File: src/rtl/maxpool_ctrl.sv
// maxpool_ctrl: walks a row-major feature map window by window (stride = POOL)
// and sequences one running-maximum unit through clear / load, then writes each
// pooled result to an output memory under a ready handshake.
//
// Ports:
//   clk, rst          single clock, synchronous active-high reset
//   start             begin one pass (only honoured in IDLE)
//   busy, done        pass in progress / one-cycle completion pulse
//   rdEn, rdAddr      feature-map read strobe and address (data returns next cycle)
//   rdData            feature-map sample, consumed by the maximum unit only
//   maxClear, maxLd   maximum-unit clear and load/compare strobes
//   maxDataOut        registered maximum-unit result
//   wrEn, wrAddr,     output write request, address and data
//   wrData, wrReady   (write accepted when wrEn && wrReady)
module maxpool_ctrl #(
    parameter int DATA_WIDTH = 32,
    parameter int IMG_W      = 24,
    parameter int IMG_H      = 24,
    parameter int POOL       = 2,
    parameter int ADDR_WIDTH = 10
) (
    input  logic                  clk,
    input  logic                  rst,
    input  logic                  start,
    output logic                  busy,
    output logic                  done,
    output logic                  rdEn,
    output logic [ADDR_WIDTH-1:0] rdAddr,
    input  logic [DATA_WIDTH-1:0] rdData,
    output logic                  maxClear,
    output logic                  maxLd,
    input  logic [DATA_WIDTH-1:0] maxDataOut,
    output logic                  wrEn,
    output logic [ADDR_WIDTH-1:0] wrAddr,
    output logic [DATA_WIDTH-1:0] wrData,
    input  logic                  wrReady
);

    localparam int OW = IMG_W / POOL;
    localparam int OH = IMG_H / POOL;

    localparam logic [ADDR_WIDTH-1:0] ZERO_A  = {ADDR_WIDTH{1'b0}};
    localparam logic [ADDR_WIDTH-1:0] ONE_A   = {{(ADDR_WIDTH-1){1'b0}}, 1'b1};
    localparam logic [ADDR_WIDTH-1:0] POOL_A  = ADDR_WIDTH'(POOL);
    localparam logic [ADDR_WIDTH-1:0] POOL_M1 = ADDR_WIDTH'(POOL - 1);
    localparam logic [ADDR_WIDTH-1:0] IMG_W_A = ADDR_WIDTH'(IMG_W);
    localparam logic [ADDR_WIDTH-1:0] OW_M1   = ADDR_WIDTH'(OW - 1);
    localparam logic [ADDR_WIDTH-1:0] OH_M1   = ADDR_WIDTH'(OH - 1);

    typedef enum logic [2:0] {
        ST_IDLE   = 3'd0,
        ST_CLEAR  = 3'd1,
        ST_READ   = 3'd2,
        ST_DRAIN  = 3'd3,
        ST_WRITE  = 3'd4,
        ST_FINISH = 3'd5
    } state_t;

    state_t                  state_r;
    state_t                  state_nxt_s;
    logic [ADDR_WIDTH-1:0]   kx_r;
    logic [ADDR_WIDTH-1:0]   ky_r;
    logic [ADDR_WIDTH-1:0]   ox_r;
    logic [ADDR_WIDTH-1:0]   oy_r;
    logic [ADDR_WIDTH-1:0]   wr_addr_r;
    logic                    ld_r;
    logic                    rd_en_s;
    logic                    win_last_s;
    logic                    pass_last_s;
    logic                    rd_data_unused_s;

    // rdData feeds the maximum unit directly; the controller never looks at it.
    assign rd_data_unused_s = ^rdData;

    assign win_last_s  = (kx_r == POOL_M1) && (ky_r == POOL_M1);
    assign pass_last_s = (ox_r == OW_M1) && (oy_r == OH_M1);

    // Next-state logic.
    always_comb begin
        state_nxt_s = state_r;
        case (state_r)
            ST_IDLE: begin
                if (start) begin
                    state_nxt_s = ST_CLEAR;
                end else begin
                    state_nxt_s = ST_IDLE;
                end
            end
            ST_CLEAR:  state_nxt_s = ST_READ;
            ST_READ: begin
                if (win_last_s) begin
                    state_nxt_s = ST_DRAIN;
                end else begin
                    state_nxt_s = ST_READ;
                end
            end
            ST_DRAIN:  state_nxt_s = ST_WRITE;
            ST_WRITE: begin
                if (!wrReady) begin
                    state_nxt_s = ST_WRITE;
                end else if (pass_last_s) begin
                    state_nxt_s = ST_FINISH;
                end else begin
                    state_nxt_s = ST_READ;
                end
            end
            ST_FINISH: state_nxt_s = ST_IDLE;
            default:   state_nxt_s = ST_IDLE;
        endcase
    end

    // Output decode from the registered state; maxClear in WRITE fires only on
    // the accept cycle so the unit is cleared at the same edge the write lands.
    always_comb begin
        busy     = 1'b0;
        done     = 1'b0;
        rd_en_s  = 1'b0;
        maxClear = 1'b0;
        wrEn     = 1'b0;
        case (state_r)
            ST_IDLE: begin
                busy = 1'b0;
            end
            ST_CLEAR: begin
                busy     = 1'b1;
                maxClear = 1'b1;
            end
            ST_READ: begin
                busy    = 1'b1;
                rd_en_s = 1'b1;
            end
            ST_DRAIN: begin
                busy = 1'b1;
            end
            ST_WRITE: begin
                busy     = 1'b1;
                wrEn     = 1'b1;
                maxClear = wrReady;
            end
            ST_FINISH: begin
                done = 1'b1;
            end
            default: begin
                busy = 1'b0;
            end
        endcase
    end

    assign rdEn   = rd_en_s;
    assign maxLd  = ld_r;
    assign wrAddr = wr_addr_r;
    assign wrData = maxDataOut;
    // Window origin plus in-window offset; all terms stay inside ADDR_WIDTH.
    assign rdAddr = (oy_r * POOL_A + ky_r) * IMG_W_A + ox_r * POOL_A + kx_r;

    // State register, window/sample counters and the delayed load strobe.
    always_ff @(posedge clk) begin
        if (rst) begin
            state_r   <= ST_IDLE;
            kx_r      <= ZERO_A;
            ky_r      <= ZERO_A;
            ox_r      <= ZERO_A;
            oy_r      <= ZERO_A;
            wr_addr_r <= ZERO_A;
            ld_r      <= 1'b0;
        end else begin
            state_r <= state_nxt_s;
            // Memory latency is one cycle, so the load strobe trails the read.
            ld_r    <= rd_en_s;
            case (state_r)
                ST_IDLE: begin
                    if (start) begin
                        kx_r      <= ZERO_A;
                        ky_r      <= ZERO_A;
                        ox_r      <= ZERO_A;
                        oy_r      <= ZERO_A;
                        wr_addr_r <= ZERO_A;
                    end
                end
                ST_READ: begin
                    if (kx_r == POOL_M1) begin
                        kx_r <= ZERO_A;
                        if (ky_r == POOL_M1) begin
                            ky_r <= ZERO_A;
                        end else begin
                            ky_r <= ky_r + ONE_A;
                        end
                    end else begin
                        kx_r <= kx_r + ONE_A;
                    end
                end
                ST_WRITE: begin
                    if (wrReady) begin
                        wr_addr_r <= wr_addr_r + ONE_A;
                        if (ox_r == OW_M1) begin
                            ox_r <= ZERO_A;
                            if (oy_r == OH_M1) begin
                                oy_r <= ZERO_A;
                            end else begin
                                oy_r <= oy_r + ONE_A;
                            end
                        end else begin
                            ox_r <= ox_r + ONE_A;
                        end
                    end
                end
                default: begin
                    kx_r <= kx_r;
                end
            endcase
        end
    end

endmodule

File: config.mk
export PLATFORM = sky130hd
export DESIGN_NAME = maxpool_ctrl
export DESIGN_NICKNAME = d
export VERILOG_FILES = /design/src/rtl/maxpool_ctrl.sv
export SDC_FILE = /design/constraint.sdc
export NUM_CORES = 1
export LEC_CHECK = 0
export BUFFER_PORTS_ARGS = -buffer_cell sky130_fd_sc_hd__buf_2
export CAP_MARGIN = 20
export CORE_MARGIN = 1
export CORE_UTILIZATION = 45
export CTS_BUF_LIST = sky130_fd_sc_hd__clkbuf_16
export DETAILED_ROUTE_END_ITERATION = 10
export PLACE_DENSITY = 0.8
export SYNTH_ARGS = -nofsm -noshare
export SYNTH_HDL_FRONTEND = slang
export SYNTH_SLANG_ARGS = --single-unit
File: constraint.sdc
create_clock -name clk -period 4.25 [get_ports clk]
set_input_delay 1.275 -clock clk [delete_from_list [all_inputs] [get_ports clk]]
set_output_delay 1.275 -clock clk [all_outputs]
set_load 0.05 [all_outputs]
==> out/qor.yml <==
status: "complete, but fails checks"
violations: "negative setup slack"
synth.distinct_cells: 51
cp.required_ns: 2.97
p_per_area_nw_per_um2: 267
die_area_sq_um: 8820
seq_area_sq_um: 1090
cts_tree: "yes"
clock.fmax_ghz: 0.194
synth-seq-cells: 54
initial_core_util_pct: 46.3
crit_buf_inv: 1
ant_nets: 0
dpl.hpwl_um: 6030
wire_per_inst_um: 13.9
cts.clk_slew.worst_paths_ns: 0.07
finalCritPeriodShare_pct: 121
firstDrtPassIters: 4
post-route-util_pct: 53.1
postCtsHoldBufs: 0
grt_pass1_vias: 2937
place_area_sq_um: 4110
grt_overflow: 0
diodes: 0
clock_path_buffers: 2
start_kind: "flop"
num-fill-cells: 727
drt-initial-drc-count: 173
synth.area.top_cells: "dfxtp_1 (28%), ha_1 (8.6%), xnor2_1 (8.1%), buf_4 (6.5%), nor2_1 (5.8%)"
portBuffers: 29
multi_input_comb_area_sq_um: 2460
syn-mean-instance-area_sq_um: 8.40
num-nets-final: 578
post-synth-top-count-cell: "nor2_1"
syn_inst: 453
cp_top_family: "XOR/XNOR gates"
yosysTopAreaCellShare_pct: 28.4
die_h_um: 93.9
ios: 126
hp-class: "flop to flop"
hold_violations: 0
ff2ff_setup_slack_ns: 1.82
via_per_inst: 5.50
rsz0062_at_grt: "true"
tightest_slew_ns: 0.962
crit_slowest_cell: "xnor3_2"
wirelength_um: 8060
grt_max_degree: 22
startpoint: "oy_r[0]"
via_count: 3198
core-area_sq_um: 8220
min_from: "oy_r[9]"
cts_max_level: 2
p_leak_nw: 1.88
synth_edf_count: 0
ys.flop_type: "dfxtp_1"
antenna_found_initial: 0
worst_setup_path_end_kind: "output port"
stdcell_area_sq_um: 4370
synth_fp_nets: 556
numCtsBuffers: 5
ys_seq_area_share_pct: 28.4
synth_commonest_cells: "nor2_1 (59), dfxtp_1 (54), xnor2_1 (35), buf_4 (33), inv_1 (29)"
grt_first_pass_wirelength_um: 13200
die_w_um: 93.9
slew_violations: 0
clockRootBuffer: "clkbuf_16"
critical_path.max_fanout: 2
path_cells: "ha_4 > fa_2 > a21o_1 > a21oi_2 > xnor2_2 > ha_1 > xor2_1 > fa_2 > xnor2_2 > xnor2_1 > xnor2_1 > xnor3_1 > xnor3_2 > buf_6"
peakVddDrop_uv: 203
r2r-start: "state_r[1]"
syn_to_final_growth_pct: 14.8
grt_usage_pct: 19.0
slew_headroom_pct: 35.0
period_needed_ns: 5.16
synth_area_leader_cell: "dfxtp_1"
routabilityCongestion: 0.894
clk_latency_ns: 0.30
critPathKind: "flop to output port"
cp_data_arrival_time_ns: 3.89
postLayoutSetupSlackWorst_ns: -0.914
cap_violations: 0
drc: 0
synth_area_sq_um: 3800
ys_warn_count: 0
clkSinkCount: 54
setup_viol: 5
finClkSkew_ns: 0.00650
async_flop_share_pct: 0
slowest_delay_ns: 0.39
rows: 33
drive_gt1_share_pct: 21.0
logic make-up (layout without fill, tap and decap cells):
group           count (synthesis)  after routing  synth area share (%)
flops                          54             54                  28.4
buf+inv                        74             97                  11.1
mux                             1              1                 0.263
simple gates                  170            170                  23.2
compound gates                 68             68                  11.3
xor+xnor                       51             51                  12.5
fa+ha+maj                      35             35                  13.3
path summary, 6_finish.rpt:
kind                    end  cells after the start
setup reg to reg    oy_r[7]                      5
hold / removal      oy_r[9]                      2
setup / recovery  rdAddr[9]                     14
hold reg to reg     oy_r[9]                      2
final cells by class:
cell class | count | area share, %
clock buffers | 6 | 3.44
multi-input cells | 325 | 56.3
flip-flops and latches | 54 | 24.9
well taps | 105 | 3.01
repair buffers | 60 | 9.54
inverters | 29 | 2.49
clock inverters | 2 | 0.344
cell usage in the layout (no fill, tap or decap), drive strengths merged, types with 11 or more instances in the layout:
cell	instances
nor4	13
xor2	14
dfxtp	54
nand2	22
xnor2	35
ha	26
buf	60
o21ai	16
inv	29
nand3	20
nor3	11
a21oi	26
nor2	59
routing by layer:
metal | share of wire, % | GRT usage, % | vias up
li1 | - | - | 1575
met2 | 49 | 31.6 | 115
met4 | 1.8 | 6.79 | 0
met3 | 6.1 | 4.29 | 16
met1 | 43 | 23.8 | 1492
met5 | 0 | 0 | -
flip-flops by register name (all words and copies together) (netlist names):
signal,flops
maxLd,1
state_r,3
oy_r,10
wrAddr,10
kx_r,10
ky_r,10
ox_r,10
what timing repair did:
item / CTS / global route
endpoints found under the setup margin: 5 / 5
setup buffers: 1 / 0
resized for setup: 19 / 3
pin swaps: 6 / 2
tightest hold or removal path, delay by kind of cell, from the launching register on:
family	cells	cell delay, ns
compound gates	2	0.13
flops	1	0.32
report_power, final:
group	internal [W]	switching [W]
sequential	0.000513	0.0000112
combinational	0.0000658	0.000127
clock	0.000254	0.000195
total	0.000833	0.000334
metrics by stage:
stage	setup slack (ns)	std cells	power [W]	setup TNS [ns]	hold WS, ns
detailed placement	-0.748	572	0.000720	-1.74	0.487
CTS	-0.941	581	0.00117	-2.86	0.500
global route	-1.06	581	0.00121	-3.43	0.539
global placement	-0.678	572	0.000717	-1.67	0.471
floorplan	-0.409	453	0.000757	-0.968	0.458
finish	-0.914	581	0.00117	-2.71	0.496
Note: power is estimated with default switching activity, not from simulation.
